<file path="src/rtl/cp0_defs.sv">
// rtl/cp0_defs.sv - shared CP0 register indices, exception codes and field layout
//   Package only, no ports. Imported by cp0_unit.

package cp0_defs;

    // Register indices as seen by mfc0/mtc0
    localparam logic [4:0] REG_SR    = 5'd12;
    localparam logic [4:0] REG_CAUSE = 5'd13;
    localparam logic [4:0] REG_EPC   = 5'd14;
    localparam logic [4:0] REG_PRID  = 5'd15;

    // Architectural exception codes (Cause.ExcCode)
    localparam logic [4:0] EXC_INT     = 5'd0;
    localparam logic [4:0] EXC_ADEL    = 5'd4;
    localparam logic [4:0] EXC_ADES    = 5'd5;
    localparam logic [4:0] EXC_SYSCALL = 5'd8;
    localparam logic [4:0] EXC_RI      = 5'd10;
    localparam logic [4:0] EXC_OV      = 5'd12;

    // SR field positions
    localparam int SR_IE     = 0;
    localparam int SR_EXL    = 1;
    localparam int SR_IM_LO  = 10;
    localparam int SR_IM_HI  = 15;

    // Cause field positions
    localparam int CAUSE_EXC_LO = 2;
    localparam int CAUSE_EXC_HI = 6;
    localparam int CAUSE_IP_LO  = 10;
    localparam int CAUSE_IP_HI  = 15;
    localparam int CAUSE_BD     = 31;

    // Bits of SR that hold state; everything else reads 0
    localparam logic [31:0] SR_WRITE_MASK = 32'h0000_FC03;

endpackage

</file>
<file path="src/rtl/cp0_unit.sv">
// rtl/cp0_unit.sv - coprocessor 0: SR/Cause/EPC/PRId, interrupt/exception request
//   clk        in   system clock, rising edge
//   reset      in   asynchronous active-high reset
//   En         in   mtc0 write enable (M stage)
//   CP0Add     in   [4:0]  register index for mtc0/mfc0
//   CP0In      in   [31:0] mtc0 write data
//   VPC        in   [31:0] PC of the M-stage instruction
//   BDIn       in   M-stage instruction sits in a branch delay slot
//   ExcCodeIn  in   [5:0]  exception code from M-stage detector, 0 = none
//   HWInt      in   [5:0]  external interrupt lines
//   EXLClr     in   eret executing in M
//   CP0Out     out  [31:0] mfc0 read data
//   EPCOut     out  [31:0] current EPC (eret target)
//   HandlerPC  out  [31:0] exception entry address
//   Req        out  take exception/interrupt this cycle

module cp0_unit
    import cp0_defs::*;
#(
    parameter logic [31:0] PRID    = 32'h2024_1127,
    parameter logic [31:0] HANDLER = 32'h0000_4180
) (
    input  logic        clk,
    input  logic        reset,
    input  logic        En,
    input  logic [4:0]  CP0Add,
    input  logic [31:0] CP0In,
    input  logic [31:0] VPC,
    input  logic        BDIn,
    input  logic [5:0]  ExcCodeIn,
    input  logic [5:0]  HWInt,
    input  logic        EXLClr,
    output logic [31:0] CP0Out,
    output logic [31:0] EPCOut,
    output logic [31:0] HandlerPC,
    output logic        Req
);

    // Only the defined fields are stored; the full words are assembled below.
    logic [5:0]  im;
    logic        exl;
    logic        ie;
    logic        bd;
    logic [5:0]  ip;
    logic [4:0]  excCode;
    logic [31:0] epc;

    logic        intReq;
    logic        excReq;
    logic [31:0] srValue;
    logic [31:0] causeValue;

    assign srValue    = {16'b0, im, 8'b0, exl, ie};
    assign causeValue = {bd, 15'b0, ip, 3'b0, excCode, 2'b0};

    // Interrupts are sampled from the live lines, not Cause.IP, so a request
    // is seen in the same cycle the line rises.
    assign intReq = (|(HWInt & im)) & ie & ~exl;
    assign excReq = (ExcCodeIn != 6'd0) & ~exl;
    assign Req    = intReq | excReq;

    assign EPCOut    = epc;
    assign HandlerPC = HANDLER;

    always_comb begin
        CP0Out = 32'd0;
        case (CP0Add)
            REG_SR:    CP0Out = srValue;
            REG_CAUSE: CP0Out = causeValue;
            REG_EPC:   CP0Out = epc;
            REG_PRID:  CP0Out = PRID;
            default:   CP0Out = 32'd0;
        endcase
    end

    always_ff @(posedge clk or posedge reset) begin
        if (reset) begin
            im      <= '0;
            exl     <= 1'b0;
            ie      <= 1'b0;
            bd      <= 1'b0;
            ip      <= '0;
            excCode <= '0;
            epc     <= '0;
        end else begin
            ip <= HWInt;
            if (Req) begin
                // The M-stage instruction is cancelled, so any mtc0/eret it
                // carries is dropped along with it.
                exl     <= 1'b1;
                bd      <= BDIn;
                excCode <= intReq ? EXC_INT : ExcCodeIn[4:0];
                epc     <= BDIn ? (VPC - 32'd4) : VPC;
            end else begin
                if (EXLClr) begin
                    exl <= 1'b0;
                end
                if (En) begin
                    case (CP0Add)
                        REG_SR: begin
                            im  <= CP0In[SR_IM_HI:SR_IM_LO];
                            exl <= CP0In[SR_EXL];
                            ie  <= CP0In[SR_IE];
                        end
                        REG_EPC: epc <= CP0In;
                        default: ;
                    endcase
                end
            end
        end
    end

endmodule

</file>
<file path="config.mk">
export PLATFORM = sky130hd
export DESIGN_NAME = cp0_unit
export DESIGN_NICKNAME = d
export VERILOG_FILES = /design/src/rtl/cp0_defs.sv /design/src/rtl/cp0_unit.sv
export SDC_FILE = /design/constraint.sdc
export NUM_CORES = 1
export LEC_CHECK = 0
export ABC_AREA = 1
export CAP_MARGIN = 20
export CELL_PAD_IN_SITES_DETAIL_PLACEMENT = 1
export CELL_PAD_IN_SITES_GLOBAL_PLACEMENT = 2
export CORE_MARGIN = 1
export CORE_UTILIZATION = 22
export CTS_CLUSTER_DIAMETER = 200
export CTS_CLUSTER_SIZE = 16
export DETAILED_ROUTE_END_ITERATION = 8
export HOLD_SLACK_MARGIN = 0.06
export PLACE_DENSITY = 0.91
export SLEW_MARGIN = 15
export SYNTH_ARGS = -nofsm -noshare
export SYNTH_HDL_FRONTEND = slang
export SYNTH_SLANG_ARGS = --single-unit
</file>
<file path="constraint.sdc">
create_clock -name clk -period 2.75 [get_ports clk]
set_clock_uncertainty 0.05 [all_clocks]
set_input_delay 0.275 -clock clk [delete_from_list [all_inputs] [get_ports clk]]
set_output_delay 0.275 -clock clk [all_outputs]
set_load 0.02 [all_outputs]
</file>
==> metrics.md, run 1 <==
| Metric | Value |
|---|---|
| H-tree depth | `2` |
| Clock transition at path regs | `0.08 ns` |
| Max rail drop VDD | `0.396 mV` |
| CTS resizes | `0` |
| Worst path required time | `2.42 ns` |
| Final min period | `2.53 ns` |
| RSZ-0062 raised after global routing | `false` |
| Hold buffer count at cts | `0` |
| Total Routed Length | `14.9 mm` |
| Crit path DAT | `2.20 ns` |
| Number of global-route vias before repair | `4075` |
| Root buf cell | `clkbuf_16` |
| CP max-delay cell | `clkdlybuf4s50_1` |
| Final setup viols | `0` |
| Mapped cell area | `0.00402 mm²` |
| First-pass GRT wire length | `22.9 mm` |
| Status | `complete, no violations` |
| CTS tree | `built` |
| WL per Instance | `14.8 µm` |
| Yosys top cell area share | `0.324` |
| CP Capture Type | `primary output` |
| Max Cap Viol | `0` |
| R2R Path Start | `im[4]` |
| Worst-Margin Slew | `0.566 ns` |
| Top cell type by total area after synthesis | `dfrtp_1` |
| DRT Pass-1 Iters | `4` |
| Total Power | `4530 µW` |
| Mapped Cells | `634` |
| Power density over the cells | `785 mW/mm²` |
| Crit start category | `input port` |
| Relative slew slack | `0.622` |
| DRT iter0 DRCs | `167` |
| Flop and latch count out of synthesis | `52` |
| Final Max Slew Viols | `0` |
| Final ANT Viol Nets | `0` |
| Cts bufs inserted | `5` |
| CP max FO | `7` |
| Placer Congestion | `0.800` |
| Worst Path Buf+Inv | `4` |
| Clk sinks | `52` |
| Post-CTS setup buffers | `0` |
| Dominant cells by area after synthesis | `dfrtp_1 (32%), nand2_1 (19%), nor2_1 (8.1%), inv_1 (7.6%), buf_4 (6.4%)` |
| Leakage power | `0.00273 µW` |
| Layout cells sized above 1 | `0.0564` |
| Distinct cells, synth | `30` |
| Fill cell total of the finished layout | `2289` |
| DRC | `0` |
| Starting Density | `0.224` |
| Reg2reg path depth | `11` |
| Sequential Area | `0.00130 mm²` |
| Die height | `137 µm` |
| IO buf count | `150` |
| Crit Path Category | `input port to primary output` |
| Die width | `137 µm` |
| Clk buf depth | `2` |
| Rows | `49` |
| Syn_area_per_cell | `6.33 µm²` |
| R2R Path End | `EPCOut[3]` |
| Slowest cell delay on critical path | `0.64 ns` |
| Nets | `866` |
| Number of vias per cell | `4.22` |
| Total GRT Usage | `0.160` |
| Post-synthesis sequential area ratio | `0.324` |
| Largest net degree at the start of global routing | `40` |
| Worst-Skew Late Latency | `0.30 ns` |
| Routed vias | `4262` |
| Ports | `183` |
| N_diodes | `0` |
| Core area | `0.0179 mm²` |
| Cell family with most CP delay | `buffers and inverters` |
| Synth warn | `0` |
| Reg2reg setup slack | `0.97 ns` |
| Hpwl dp | `12.3 mm` |
| Die area | `0.0188 mm²` |
| Congestion Overflow GR | `0` |
| Final TNS setup | `0 ns` |
| Area occupied by multi-input gates | `0.00213 mm²` |
| Final period utilization | `0.920` |
| Final hold violation count | `0` |
| Worst hold path type | `input port to async pin` |
| CP cell instances | `clkdlybuf4s50_1 > inv_1 > nor2_1 > nand2_1 > inv_1 > nand2_1 > o211ai_1 > clkdlybuf4s50_1` |
| Initial antenna violation count | `0` |
| Layout area overhead | `43.7%` |
| Highest Clock Rate | `395 MHz` |
-- stage by stage --
stage | worst slack, ns | cells | hold WS [ns] | util | instance area, µm²
2_1_floorplan | 1.17 | 664 | 0.256 | - | 4130
3_3_place_gp | 0.231 | 1001 | 0.439 | 0.314 | 5620
3_5_place_dp | 0.176 | 1001 | 0.447 | 0.314 | 5620
4_1_cts | 0.174 | 1009 | 0.333 | 0.322 | 5770
5_1_grt | 0.0303 | 1009 | 0.370 | 0.322 | 5770
6_report | 0.220 | 1009 | 0.302 | 0.322 | 5770
-- power breakdown --
group / switching [µW] / leakage [µW] / internal (µW) / total (µW)
logic: 1450 / 0.00206 / 1000 / 2460
clock network: 325 / 0.0000719 / 347 / 671
registers: 287 / 0.000604 / 1120 / 1400
-- cell usage in the layout, fill, tap and decap left out, types with 2 or more instances in the layout --
cell type	count
a21o_1	5
clkdlybuf4s50_1	150
o21ai_1	22
nand4_1	7
a21oi_1	4
nor3_1	3
nor2_1	87
o21bai_1	2
o211ai_1	11
nor2_4	3
o21ai_0	20
nand2_2	6
nand3b_1	2
nor2_2	10
clkbuf_16	5
nand3_1	44
buf_4	9
xor2_1	6
nand2_1	206
conb_1	32
inv_2	3
dfrtp_1	52
inv_1	80
nand3_2	2
-- worst register-to-register path, cell delays in order (launching register included) --
cell,delay (ns)
dfrtp_1,0.39
nand2_1,0.06
nand2_1,0.06
nor2_1,0.05
nand2_2,0.05
nand3_2,0.09
nand2_4,0.08
buf_4,0.37
nor2_2,0.07
buf_4,0.21
nand2_1,0.08
nand3_1,0.07
-- Yosys cell counts --
cell,instances
nand2_1,206
nor3_2,1
dfrtp_1,52
buf_6,7
inv_1,81
nor2_2,10
ha_1,1
nand3_1,44
nor3_1,3
a21oi_1,4
o21bai_1,2
nor2_4,3
o21ai_0,20
nand4_1,7
nand2_2,6
buf_2,8
buf_4,34
o211ai_1,11
nand3b_1,2
inv_2,2
clkinv_1,1
conb_1,2
nand3_2,2
nand2_4,1
xor2_1,6
nor2_1,87
o21ai_1,22
a21o_1,5
clkbuf_1,3
o21a_1,1
-- layout make-up --
class	count	share of cell area
repair buffers	160	0.275
multi-input cells	476	0.369
clock buffers	5	0.0217
flip-flops and latches	52	0.225
clock inverters	3	0.00477
well taps	229	0.0496
inverters	84	0.0546
-- kinds of logic (layout without fill, tap and decap cells) --
| logic type | after synthesis | count (layout) | synth area share |
|---|---|---|---|
| fa+ha+maj | 1 | 1 | 0.00311 |
| simple gates | 372 | 372 | 0.391 |
| flops | 52 | 52 | 0.324 |
| other cells | 2 | 32 | 0.00187 |
| xor+xnor | 6 | 6 | 0.0131 |
| buf+inv | 136 | 252 | 0.174 |
| compound gates | 65 | 65 | 0.0928 |
-- registers in the layout, indices dropped and copies added (netlist names) --
signal   flops
exl          1
excCode      5
ie           1
EPCOut      32
bd           1
im           6
ip           6
-- layer usage --
layer / vias up / routed length (µm) / part of all wire / track usage
met5: - / 0 / 0 / 0
met4: 0 / 119 / 0.0080 / 0.0311
met3: 6 / 697 / 0.047 / 0.0174
met2: 104 / 6750 / 0.45 / 0.256
met1: 1976 / 7330 / 0.49 / 0.232
li1: 2176 / - / - / -
-- worst max path at each step --
stage	endpoint	start	cells after the start
after floorplan	EPCOut[0]	reset	1
after global placement	CP0Out[11]	CP0Add[3]	8
after detailed placement	CP0Out[13]	CP0Add[0]	7
after CTS	CP0Out[13]	CP0Add[0]	7
after global routing	CP0Out[13]	CP0Add[3]	8
final	CP0Out[13]	CP0Add[0]	8
Power figures use the tool's default switching activity.
==> run 2: changes to the inputs <==
CTS_CLUSTER_SIZE = default   (was 16)
==> results of run 2 <==
The final DEF is identical to that of run 1; final timing and power are the same.
